--- config.mk ---
export PLATFORM = sky130hd
export DESIGN_NAME = pulse_generator_flat
export DESIGN_NICKNAME = d
export VERILOG_FILES = /design/src/rtl/pulse_gen_pkg.sv /design/src/rtl/pulse_gen_if.sv /design/src/rtl/pulse_gen_channel.sv /design/src/rtl/pulse_generator.sv /design/src/flat_wrapper.sv
export SDC_FILE = /design/constraint.sdc
export NUM_CORES = 1
export LEC_CHECK = 0
export CAP_MARGIN = 40
export CORE_UTILIZATION = 40
export DETAILED_ROUTE_END_ITERATION = 10
export PLACE_DENSITY = 0.59
export SLEW_MARGIN = 20
export SYNTH_ARGS = -nofsm -noshare
export SYNTH_HDL_FRONTEND = slang
export SYNTH_HIERARCHICAL = 1
export SYNTH_SLANG_ARGS = --single-unit
--- constraint.sdc ---
create_clock -name clk -period 1.7 [get_ports clk]
set_clock_uncertainty 0.15 [all_clocks]
set_input_delay 0.34 -clock clk [delete_from_list [all_inputs] [get_ports clk]]
set_output_delay 0.34 -clock clk [all_outputs]
set_load 0.02 [all_outputs]
--- src/rtl/pulse_gen_pkg.sv ---
// Shared state encoding and counter sizing for the pulse generator.
// Optional behaviour is selected with the PULSE_GEN_RETRIGGER_EN macro.
package pulse_gen_pkg;

  localparam logic [1:0] ST_IDLE   = 2'd0;
  localparam logic [1:0] ST_ACTIVE = 2'd1;
  localparam logic [1:0] ST_GAP    = 2'd2;

  typedef enum logic [1:0] {
    IDLE   = ST_IDLE,
    ACTIVE = ST_ACTIVE,
    GAP    = ST_GAP
  } state_t;

  // Wide enough to hold the larger of the two load values (PULSE_LEN-1, GAP_LEN-1).
  function automatic int cnt_width(input int pulse_len, input int gap_len);
    int longest;
    longest = (pulse_len > gap_len) ? pulse_len : gap_len;
    return $clog2(longest + 1);
  endfunction

endpackage

--- src/rtl/pulse_gen_if.sv ---
// Per-channel trigger/pulse bundle between the control logic (master) and the generator (slave).
interface pulse_gen_if #(
  parameter int SIGNAL_NUM = 8
);

  logic [SIGNAL_NUM-1:0] trigger;
  logic [SIGNAL_NUM-1:0] signal_output;
  logic [SIGNAL_NUM-1:0] busy;
  logic [SIGNAL_NUM-1:0] dropped;

  modport master (output trigger, input signal_output, input busy, input dropped);
  modport slave  (input trigger, output signal_output, output busy, output dropped);

endinterface

--- src/rtl/pulse_gen_channel.sv ---
// One channel: IDLE -> ACTIVE -> GAP -> IDLE with an active-high registered pulse.
// PULSE_GEN_RETRIGGER_EN lets a trigger during ACTIVE extend the pulse instead of dropping it.
module pulse_gen_channel
  import pulse_gen_pkg::*;
#(
  parameter int PULSE_LEN = 4,
  parameter int GAP_LEN   = 2
) (
  input  logic clk,
  input  logic rst,
  input  logic trigger,
  output logic pulse,
  output logic busy,
  output logic dropped
);

  localparam int CNT_W = cnt_width(PULSE_LEN, GAP_LEN);
  localparam logic [CNT_W-1:0] PULSE_LOAD = CNT_W'(PULSE_LEN - 1);
  localparam logic [CNT_W-1:0] GAP_LOAD   = CNT_W'(GAP_LEN - 1);

`ifdef PULSE_GEN_RETRIGGER_EN
  localparam bit RETRIGGER = 1'b1;
`else
  localparam bit RETRIGGER = 1'b0;
`endif

  state_t           state;
  logic [CNT_W-1:0] cnt;

  // Outputs are updated alongside the state so they never lag or glitch.
  always_ff @(posedge clk) begin
    if (rst) begin
      state   <= IDLE;
      cnt     <= '0;
      pulse   <= 1'b0;
      busy    <= 1'b0;
      dropped <= 1'b0;
    end else begin
      dropped <= 1'b0;
      case (state)
        IDLE: begin
          if (trigger) begin
            state <= ACTIVE;
            cnt   <= PULSE_LOAD;
            pulse <= 1'b1;
            busy  <= 1'b1;
          end
        end
        ACTIVE: begin
          dropped <= trigger && !RETRIGGER;
          if (RETRIGGER && trigger) begin
            cnt <= PULSE_LOAD;
          end else if (cnt == '0) begin
            state <= GAP;
            cnt   <= GAP_LOAD;
            pulse <= 1'b0;
          end else begin
            cnt <= cnt - 1'b1;
          end
        end
        GAP: begin
          dropped <= trigger;
          if (cnt == '0) begin
            state <= IDLE;
            busy  <= 1'b0;
          end else begin
            cnt <= cnt - 1'b1;
          end
        end
        default: begin
          state <= IDLE;
          cnt   <= '0;
          pulse <= 1'b0;
          busy  <= 1'b0;
        end
      endcase
    end
  end

endmodule

--- src/rtl/pulse_generator.sv ---
// Array of independent pulse channels; polarity is applied on the way out.
// Build with PULSE_GEN_RETRIGGER_EN defined to allow pulse extension on retrigger.
module pulse_generator
  import pulse_gen_pkg::*;
#(
  parameter int SIGNAL_NUM = 8,
  parameter int PULSE_LEN  = 4,
  parameter int GAP_LEN    = 2,
  parameter int POLARITY   = 0
) (
  input  logic        clk,
  input  logic        rst,
  pulse_gen_if.slave  bus
);

  localparam logic POL_BIT = 1'(POLARITY);

  logic [SIGNAL_NUM-1:0] pulse;

  for (genvar g = 0; g < SIGNAL_NUM; g++) begin : g_ch
    pulse_gen_channel #(
      .PULSE_LEN (PULSE_LEN),
      .GAP_LEN   (GAP_LEN)
    ) u_ch (
      .clk     (clk),
      .rst     (rst),
      .trigger (bus.trigger[g]),
      .pulse   (pulse[g]),
      .busy    (bus.busy[g]),
      .dropped (bus.dropped[g])
    );
  end

  // Inverting a flop output with a constant keeps the output effectively registered.
  assign bus.signal_output = pulse ^ {SIGNAL_NUM{POL_BIT}};

endmodule

--- src/flat_wrapper.sv ---
// flat-port wrapper written by rule: the top's interface ports become plain ports
module pulse_generator_flat import pulse_gen_pkg::*;
#(
  parameter int SIGNAL_NUM = 8,
  parameter int PULSE_LEN  = 4,
  parameter int GAP_LEN    = 2,
  parameter int POLARITY   = 0
)
  (clk, rst, bus_trigger, bus_signal_output, bus_busy, bus_dropped);
  pulse_gen_if #(.SIGNAL_NUM(SIGNAL_NUM)) bus_i ();
  input  logic clk;
  input  logic rst;
  input wire logic [$bits(bus_i.trigger)-1:0] bus_trigger;
  output wire logic [$bits(bus_i.signal_output)-1:0] bus_signal_output;
  output wire logic [$bits(bus_i.busy)-1:0] bus_busy;
  output wire logic [$bits(bus_i.dropped)-1:0] bus_dropped;
  assign bus_i.trigger = bus_trigger;
  assign bus_signal_output = bus_i.signal_output;
  assign bus_busy = bus_i.busy;
  assign bus_dropped = bus_i.dropped;
  pulse_generator #(.SIGNAL_NUM(SIGNAL_NUM), .PULSE_LEN(PULSE_LEN), .GAP_LEN(GAP_LEN), .POLARITY(POLARITY)) u_core (.clk(clk), .rst(rst), .bus(bus_i));
endmodule
**Word-level counts from Yosys, hierarchy flattened**

Index checks and enable logic that the tools add are counted.

- Input bits: 10
- Word-level logic and storage cells: 280
- Register bits: 64
- Output and inout port bits: 24

- Muxes and demuxes: 96
- Bitwise operators: 24
- Equal/unequal tests: 48
- Reductions and logical operators: 64
- $add $sub $neg: 8

Operator list:

| cell | number |
|---|---|
| $mux 3 | 24 |
| $pmux 3 s3 | 8 |
| $reduce_and 3->1 | 24 |
| $ne 2x2->1 const B | 32 |
| $mux 2 | 24 |
| $pmux 1 s3 | 16 |
| $pmux 2 s3 | 8 |
| $reduce_or 2->1 | 16 |
| $logic_not 3->1 | 8 |
| $not 1->1 | 24 |
| $sub 3x1->3 const B | 8 |
| $eq 2x1->1 const B | 8 |
| $eq 2x2->1 const B | 8 |
| $logic_not 2->1 | 8 |
| $mux 1 | 16 |
| $reduce_and 2->1 | 8 |

**Depth between registers and ports, before layout**

Gate-level depths: netlist of the first run.

- Word-level depth: 4
- Gate-level depth with buffers: 6
- Depth with buffers taken out: 6

**Modules after synthesis**

The synthesis of the first run kept the hierarchy.

Modules (own cells, without submodules):

| module | instances | seq. area each (sq um) | cells each | area an instance (sq um) |
|---|---|---|---|---|
| pulse_gen_channel | 8 | 160.2 | 53 | 469.2 |

**Worst setup path after synthesis of the first run**

No wires, ideal clock.

- Kind: register to register
- From: register u_core.g_ch[0].u_ch.state[0]
- To: register u_core.g_ch[0].u_ch.cnt[2]
- Cell stages (with the launch flop): 7
- Data required time: 1476 ps
- Setup time: 74 ps
- Arrival: 1607 ps
- Clock period less this slack: 1832 ps
- Path slack: -132 ps
- Buffers on the path: 0
- Path through: dfxtp_1 -> inv_1 -> ha_1 -> nor2b_1 -> a21o_1 -> or4_1 -> a31oi_1

- Longest elaborated chain between the ends: 3
- Elaborated cells on any way between the ends: 7
- Classes of those cells: 4 x eq/ne; 1 x mux; 2 x reduce/logical

RTL lines:

| element | line | text |
|---|---|---|
| start: declaration | pulse_gen_channel.sv:27 | `state_t state;` |
| start signal: assignment | pulse_gen_channel.sv:33 | `state <= IDLE;` |
| start signal: assignment | pulse_gen_channel.sv:43 | `state <= ACTIVE;` |
| start signal: assignment | pulse_gen_channel.sv:54 | `state <= GAP;` |
| $eq 2x2->1 / $logic_not 2->1 (equally long branches) | pulse_gen_channel.sv:40 | `case (state)` |
| $ne 2x2->1 (no line) | - |  |
| $reduce_and 2->1 (no line) | - |  |
| end signal: assignment | pulse_gen_channel.sv:58 | `cnt <= cnt - 1'b1;` |
| end signal: assignment | pulse_gen_channel.sv:67 | `cnt <= cnt - 1'b1;` |
| end: declaration | pulse_gen_channel.sv:28 | `logic [CNT_W-1:0] cnt;` |

Several ways; a longest one is shown, not always the timed one.
A chain may end at the register's enable or synchronous reset.

**Worst setup path in the final report of the first run**

- From: register u_core.g_ch[2].u_ch.cnt[0]
- To: register u_core.g_ch[2].u_ch.cnt[2]

- Longest elaborated chain between the ends: 3
- Elaborated cells on any way between the ends: 7
- Classes of those cells: 1 x add/sub; 1 x eq/ne; 3 x mux; 2 x reduce/logical

RTL lines:

| element | line | text |
|---|---|---|
| start: declaration | pulse_gen_channel.sv:28 |  |
| start signal: assignment | pulse_gen_channel.sv:58 |  |
| start signal: assignment | pulse_gen_channel.sv:67 |  |
| $sub 3x1->3 / $logic_not 3->1 (equally long branches) | - |  |
| $mux 3 (tied with other cells) | pulse_gen_channel.sv:63 | `if (cnt == '0) begin` |
| $pmux 3 s3 / $reduce_and 2->1 (equally long branches) | - |  |

Several ways; a longest one is shown, not always the timed one. The select of a mux whose other input is x is not followed.

==> results_dict.tcl, run 1 <==
set metrics [dict create \
    synth_fp_nets 490 \
    met3_length_um 230 \
    place_congestion 0.842 \
    antenna_cells 0 \
    synth.largest_area_cell "dfxtp_1" \
    layout_commonest_cell "buf_4" \
    routedWlPerCell_um 12.9 \
    finalWirelength_mm 8.89 \
    syn-cell-area_um2 3750 \
    hold_path.class "flip-flop to flip-flop" \
    pin_count 34 \
    synth_area_per_cell_um2 8.85 \
    grt_first_pass_wirelength_mm 14.4 \
    layout.nets 642 \
    period_minus_slack_ns 1.77 \
    synth_xor_xnor_area_share_pct 0 \
    power.total_w 0.0125 \
    drive_gt1_share_pct 54.7 \
    ys_ff_latch 64 \
    numClockSinks 64 \
    dp_slack_ns -0.317 \
    final_util_pct 66.8 \
    initial_core_util_pct 42.2 \
    setup.worst_path.start_class "flip-flop" \
    synth_area_leaders "dfxtp_1 34%, ha_1 19%, a21oi_1 7.5%" \
    grt_max_degree 65 \
    root_buffer "clkbuf_8" \
    h-tree-depth 3 \
    routed-wl-met2_mm 4.57 \
    firstDrtPassIters 4 \
    cts_buffers 9 \
    synth_compound_area_share_pct 19.2 \
    drt_iter0_markers 57 \
    fp-row-count 34 \
    synth-simple-area-share_pct 21.1 \
    die_y_um 98.9 \
    drt-met1-wl_mm 4.02 \
    design_area_um2 5940 \
    top_layer "met4" \
    synthAdderAreaFrac_pct 18.7 \
    relSlewSlack_pct 78.8 \
    cts_buffer_depth 2 \
    grt_pass1_vias 3378 \
    netlist_instances 424 \
    muxShareOfSynthArea_pct 2.13 \
    post-route-drc-count 0 \
    viasPerCell 5.06 \
    final_antenna_net_count 0 \
    ir_worst_vdd_uv 980 \
    vias 3484 \
    clk_latency_ns 0.33 \
    finalHoldViolCount 0 \
    design.die.area_um2 9780 \
    ys_seq_area_share_pct 34.1 \
    cts_tree "yes" \
    dpl.hpwl_mm 5.71 \
    max_cap_viol_count 0 \
    clk_pin_slew_ns 0.07 \
    grt_use_total_pct 17.8 \
    synth_warnings 6 \
    crit_arrival_ns 1.88 \
    hold_buffers 0 \
    coreArea_um2 8890 \
    fmax_mhz 564 \
    worstSetupPathType "flip-flop to flip-flop" \
    crit_required_ns 1.80 \
    synth_top_family_by_area "simple AND/OR/NAND/NOR gates" \
    port_buffers 33 \
    power_density_nw_per_um2 2110 \
    grt.overflow.total 0 \
    worstSetupEndpointType "flip-flop" \
    worst_slew_pin_slew_ns 0.318 \
    synth_top_area_share_pct 34.1 \
    status "finished with violations" \
    p_leak_nw 2.75 \
    rsz0062_at_grt "yes" \
    maxSlewViolCount 0 \
    ys_types 22 \
    area_growth_pct 58.1 \
    finalSetupViolations 11 \
    antenna_found_initial 0 \
    period_share_pct 104 \
    finalWorstSetupSlack_ns -0.0732 \
    violations "negative setup slack" \
    final_cell_mix "99 x buf_4, 33 x a21oi_1, 32 x nand2_1, 32 x dfxtp_1, 31 x inv_2" \
    cp_max_fo 2 \
    hold_ws_ns 0.309 \
    place_area_um2 4930 \
    die_x_um 98.9 \
]
## synth_stat cells (all sizes together)
cell type and instances:
a211o 8, a211oi 16, a21o 16, a21oi 56
a221oi 8, a31oi 8, and2b 8, clkbuf 8
dfxtp 64, ha 56, inv 40, mux2i 8
nand2 32, nand2b 8, nor2 24, nor2b 16
nor3 8, or2 8, or2b 8, or3 8
or4 8, or4b 8
## per-stage QoR
step | instances | TNS (ns)
detailed placement | 641 | -6.08
global placement | 641 | -5.17
floorplan | 424 | 0
finish | 688 | -0.280
CTS | 676 | -0.308
global route | 688 | -1.43
## state kept, by name, indices dropped and copies added, names as in the netlist
register,flops
u_core/g_ch.u_ch/busy,8
u_core/g_ch.u_ch/cnt,24
u_core/g_ch.u_ch/dropped,8
u_core/g_ch.u_ch/pulse,8
u_core/g_ch.u_ch/state,16
## cell families (layout without fill, tap and decap cells)
family | after synthesis | count (layout)
buffers and inverters | 48 | 204
and+or+nand+nor | 136 | 136
muxes | 8 | 8
AOI/OAI and AO/OA | 112 | 112
adders and majority gates | 56 | 56
DFF | 64 | 64
## final timing paths
check | start | endpoint | slack [ns] | cells after the start
max | u_core/g_ch[2].u_ch/cnt[0] | u_core/g_ch[2].u_ch/cnt[2] | -0.07 | 6
min | u_core/g_ch[6].u_ch/cnt[1] | u_core/g_ch[6].u_ch/cnt[1] | 0.31 | 2
min reg2reg | u_core/g_ch[6].u_ch/cnt[1] | u_core/g_ch[6].u_ch/cnt[1] | 0.31 | 2
max reg2reg | u_core/g_ch[2].u_ch/cnt[0] | u_core/g_ch[2].u_ch/cnt[2] | -0.07 | 6
## power by group
part | switching [W] | internal, W
Combinational | 0.00387 | 0.00484
Sequential | 0.000457 | 0.00220
Clock | 0.000541 | 0.000605
Total | 0.00486 | 0.00764
## final cells by class
class	count	area, um^2
fillers	701	2960
multi-input cells	312	2900
flip-flops and latches	64	1340
repair buffers	149	1240
clock buffers	15	166
inverters	40	153
well taps	108	135
## per-layer routing
layer / track usage [%] / up-vias
met3: 4.04 / 7
met1: 21.5 / 1647
li1: - / 1789
met2: 32.2 / 41
met5: 0 / -
met4: 3.90 / 0
## worst max-delay path: stages, from the launching register on
cell     delay (ns)
dfxtp_2        0.33
inv_2          0.07
buf_4          0.13
ha_1           0.17
or2b_2         0.28
or4_1          0.40
a31oi_1        0.17
## repair_timing
action                                  4_1_cts  5_1_grt
resized for setup                           117       73
pin swaps                                    37       24
buffers inserted                             20       12
endpoints found under the setup margin       46       40
No activity file was read; power rests on OpenSTA's default activity.
==> run 2: changes to the inputs <==
GPL_TIMING_DRIVEN = 0   (was not set)
RECOVER_POWER = 25   (was not set)
SLEW_MARGIN = not set   (was 20)
==> results_dict.tcl, run 2 (synthesis results as in run 1) <==
set metrics [dict create \
    antenna_cells 0 \
    routedWlPerCell_um 13.5 \
    reg_top3 "u_core/g_ch.u_ch/cnt (24), u_core/g_ch.u_ch/state (16)" \
    design.die.area_um2 9780 \
    hold_ws_ns 0.214 \
    firstDrtPassIters 4 \
    vias 3269 \
    rr_endpoint "u_core/g_ch[2].u_ch/cnt[2]" \
    whs_endpoint "u_core/g_ch[3].u_ch/state[0]" \
    final_cell_mix "45 x buf_4, 35 x dfxtp_1, 32 x nand2_1" \
    max_cap_viol_count 0 \
    area_growth_pct 46.4 \
    setup.worst_path.start_class "flip-flop" \
    period_share_pct 100 \
    rsz0062_at_grt "yes" \
    relSlewSlack_pct 71.5 \
    fmax_mhz 586 \
    hold_buffers 0 \
    ir_worst_vdd_uv 1040 \
    timing.rr.start "u_core/g_ch[2].u_ch/cnt[0]" \
    grt_pass1_vias 3207 \
    dp_slack_ns -0.387 \
    multiInputGateArea_um2 2980 \
    grt.overflow.total 0 \
    drt_iter0_markers 68 \
    pin_count 34 \
    final_antenna_net_count 0 \
    status "finished with violations" \
    cp_max_fo 3 \
    holdPathStages 2 \
    grt_max_degree 11 \
    drive_gt1_share_pct 48.9 \
    grt_first_pass_wirelength_mm 14.2 \
    violations "negative setup slack" \
    final_util_pct 61.8 \
    power_density_nw_per_um2 2130 \
    finalSetupViolations 2 \
    hold_path.class "primary input to flip-flop" \
    initial_core_util_pct 42.2 \
    clk_pin_slew_ns 0.07 \
    top_register "u_core/g_ch.u_ch/cnt" \
    r2r_setup_slack_ns -0.007 \
    maxSlewViolCount 0 \
    power.total_w 0.0117 \
    clk_latency_ns 0.34 \
    layout.nets 578 \
    h-tree-depth 3 \
    coreArea_um2 8890 \
    numClockSinks 64 \
    die_x_um 98.9 \
    period_minus_slack_ns 1.71 \
    cts_buffer_depth 2 \
    root_buffer "clkbuf_8" \
    rr_worst_depth 6 \
    antenna_found_initial 0 \
    cts_tree "yes" \
    fp-row-count 34 \
    post-route-drc-count 0 \
    crit_arrival_ns 1.82 \
    largest_reg_flops 24 \
    fillers 733 \
    finalWorstSetupSlack_ns -0.00663 \
    dpl.hpwl_mm 5.18 \
    p_leak_nw 2.43 \
    port_buffers 32 \
    finalWirelength_mm 8.44 \
    finalHoldViolCount 0 \
    cts_buffers 9 \
    worstSetupPathType "flip-flop to flip-flop" \
    grt_use_total_pct 17.9 \
    place_congestion 0.803 \
    min_from "rst" \
    ff_latch_area_um2 1340 \
    worst_slew_pin_slew_ns 0.427 \
    die_y_um 98.9 \
    worstSetupEndpointType "flip-flop" \
    layout_commonest_cell "buf_4" \
    viasPerCell 5.23 \
    crit_required_ns 1.82 \
]
-- run 2: area by class of cell --
type	count	area share, %
buffer	8	0.546
clock buffer	13	2.89
clock inverter	3	0.728
inverter	40	3.37
multi-input combinational	312	54.3
sequential	64	24.3
tap	108	2.46
timing repair buffer	77	11.4
-- run 2: stage by stage --
stage          std cells  cell area, um^2  TNS [ns]
3_5_place_dp         564             4310     -6.77
3_3_place_gp         564             4310     -6.32
5_1_grt              625             5500    -0.862
2_1_floorplan        424             3850         0
6_report             625             5500  -0.00961
4_1_cts              611             5040    -0.112
-- run 2: worst max path at each step --
stage / startpoint / endpoint / slack (ns) / depth (start not counted)
6_report: u_core/g_ch[2].u_ch/cnt[0] / u_core/g_ch[2].u_ch/cnt[2] / -0.007 / 6
5_1_grt: u_core/g_ch[4].u_ch/state[1] / u_core/g_ch[4].u_ch/cnt[2] / -0.09 / 6
4_1_cts: u_core/g_ch[1].u_ch/cnt[1] / u_core/g_ch[1].u_ch/cnt[2] / -0.05 / 6
3_5_place_dp: bus_trigger[3] / u_core/g_ch[3].u_ch/cnt[2] / -0.39 / 5
3_3_place_gp: bus_trigger[6] / u_core/g_ch[6].u_ch/cnt[2] / -0.35 / 5
2_1_floorplan: u_core/g_ch[0].u_ch/cnt[0] / u_core/g_ch[0].u_ch/cnt[2] / 0.0007 / 6
-- run 2: repair_timing --
action | 4_1_cts | 5_1_grt
setup buffers | 31 | 14
endpoints found under the setup margin | 48 | 37
gates cloned | 0 | 0
resized for setup | 114 | 91
pin swaps | 30 | 29
-- run 2: power by group --
part | internal, W | total, W | switching [W] | leakage [nW]
registers | 0.00219 | 0.00266 | 0.000469 | 0.539
clock network | 0.000754 | 0.00134 | 0.000582 | 0.103
logic | 0.00402 | 0.00769 | 0.00367 | 1.79
-- run 2: per-layer routing --
metal,part of all wire (%),up-vias,GRT usage (%)
li1,-,1668,-
met1,45,1556,21.6
met2,51,37,30.9
met3,3.0,8,5.25
met4,1.0,0,4.71
met5,0,-,0
-- run 2: critical path, stage by stage (launching register included) --
cell and delay (ns):
dfxtp_2 0.33, inv_2 0.05, ha_2 0.20, nor2b_2 0.17, a21o_1 0.19, or4_4 0.41, a31oi_1 0.13
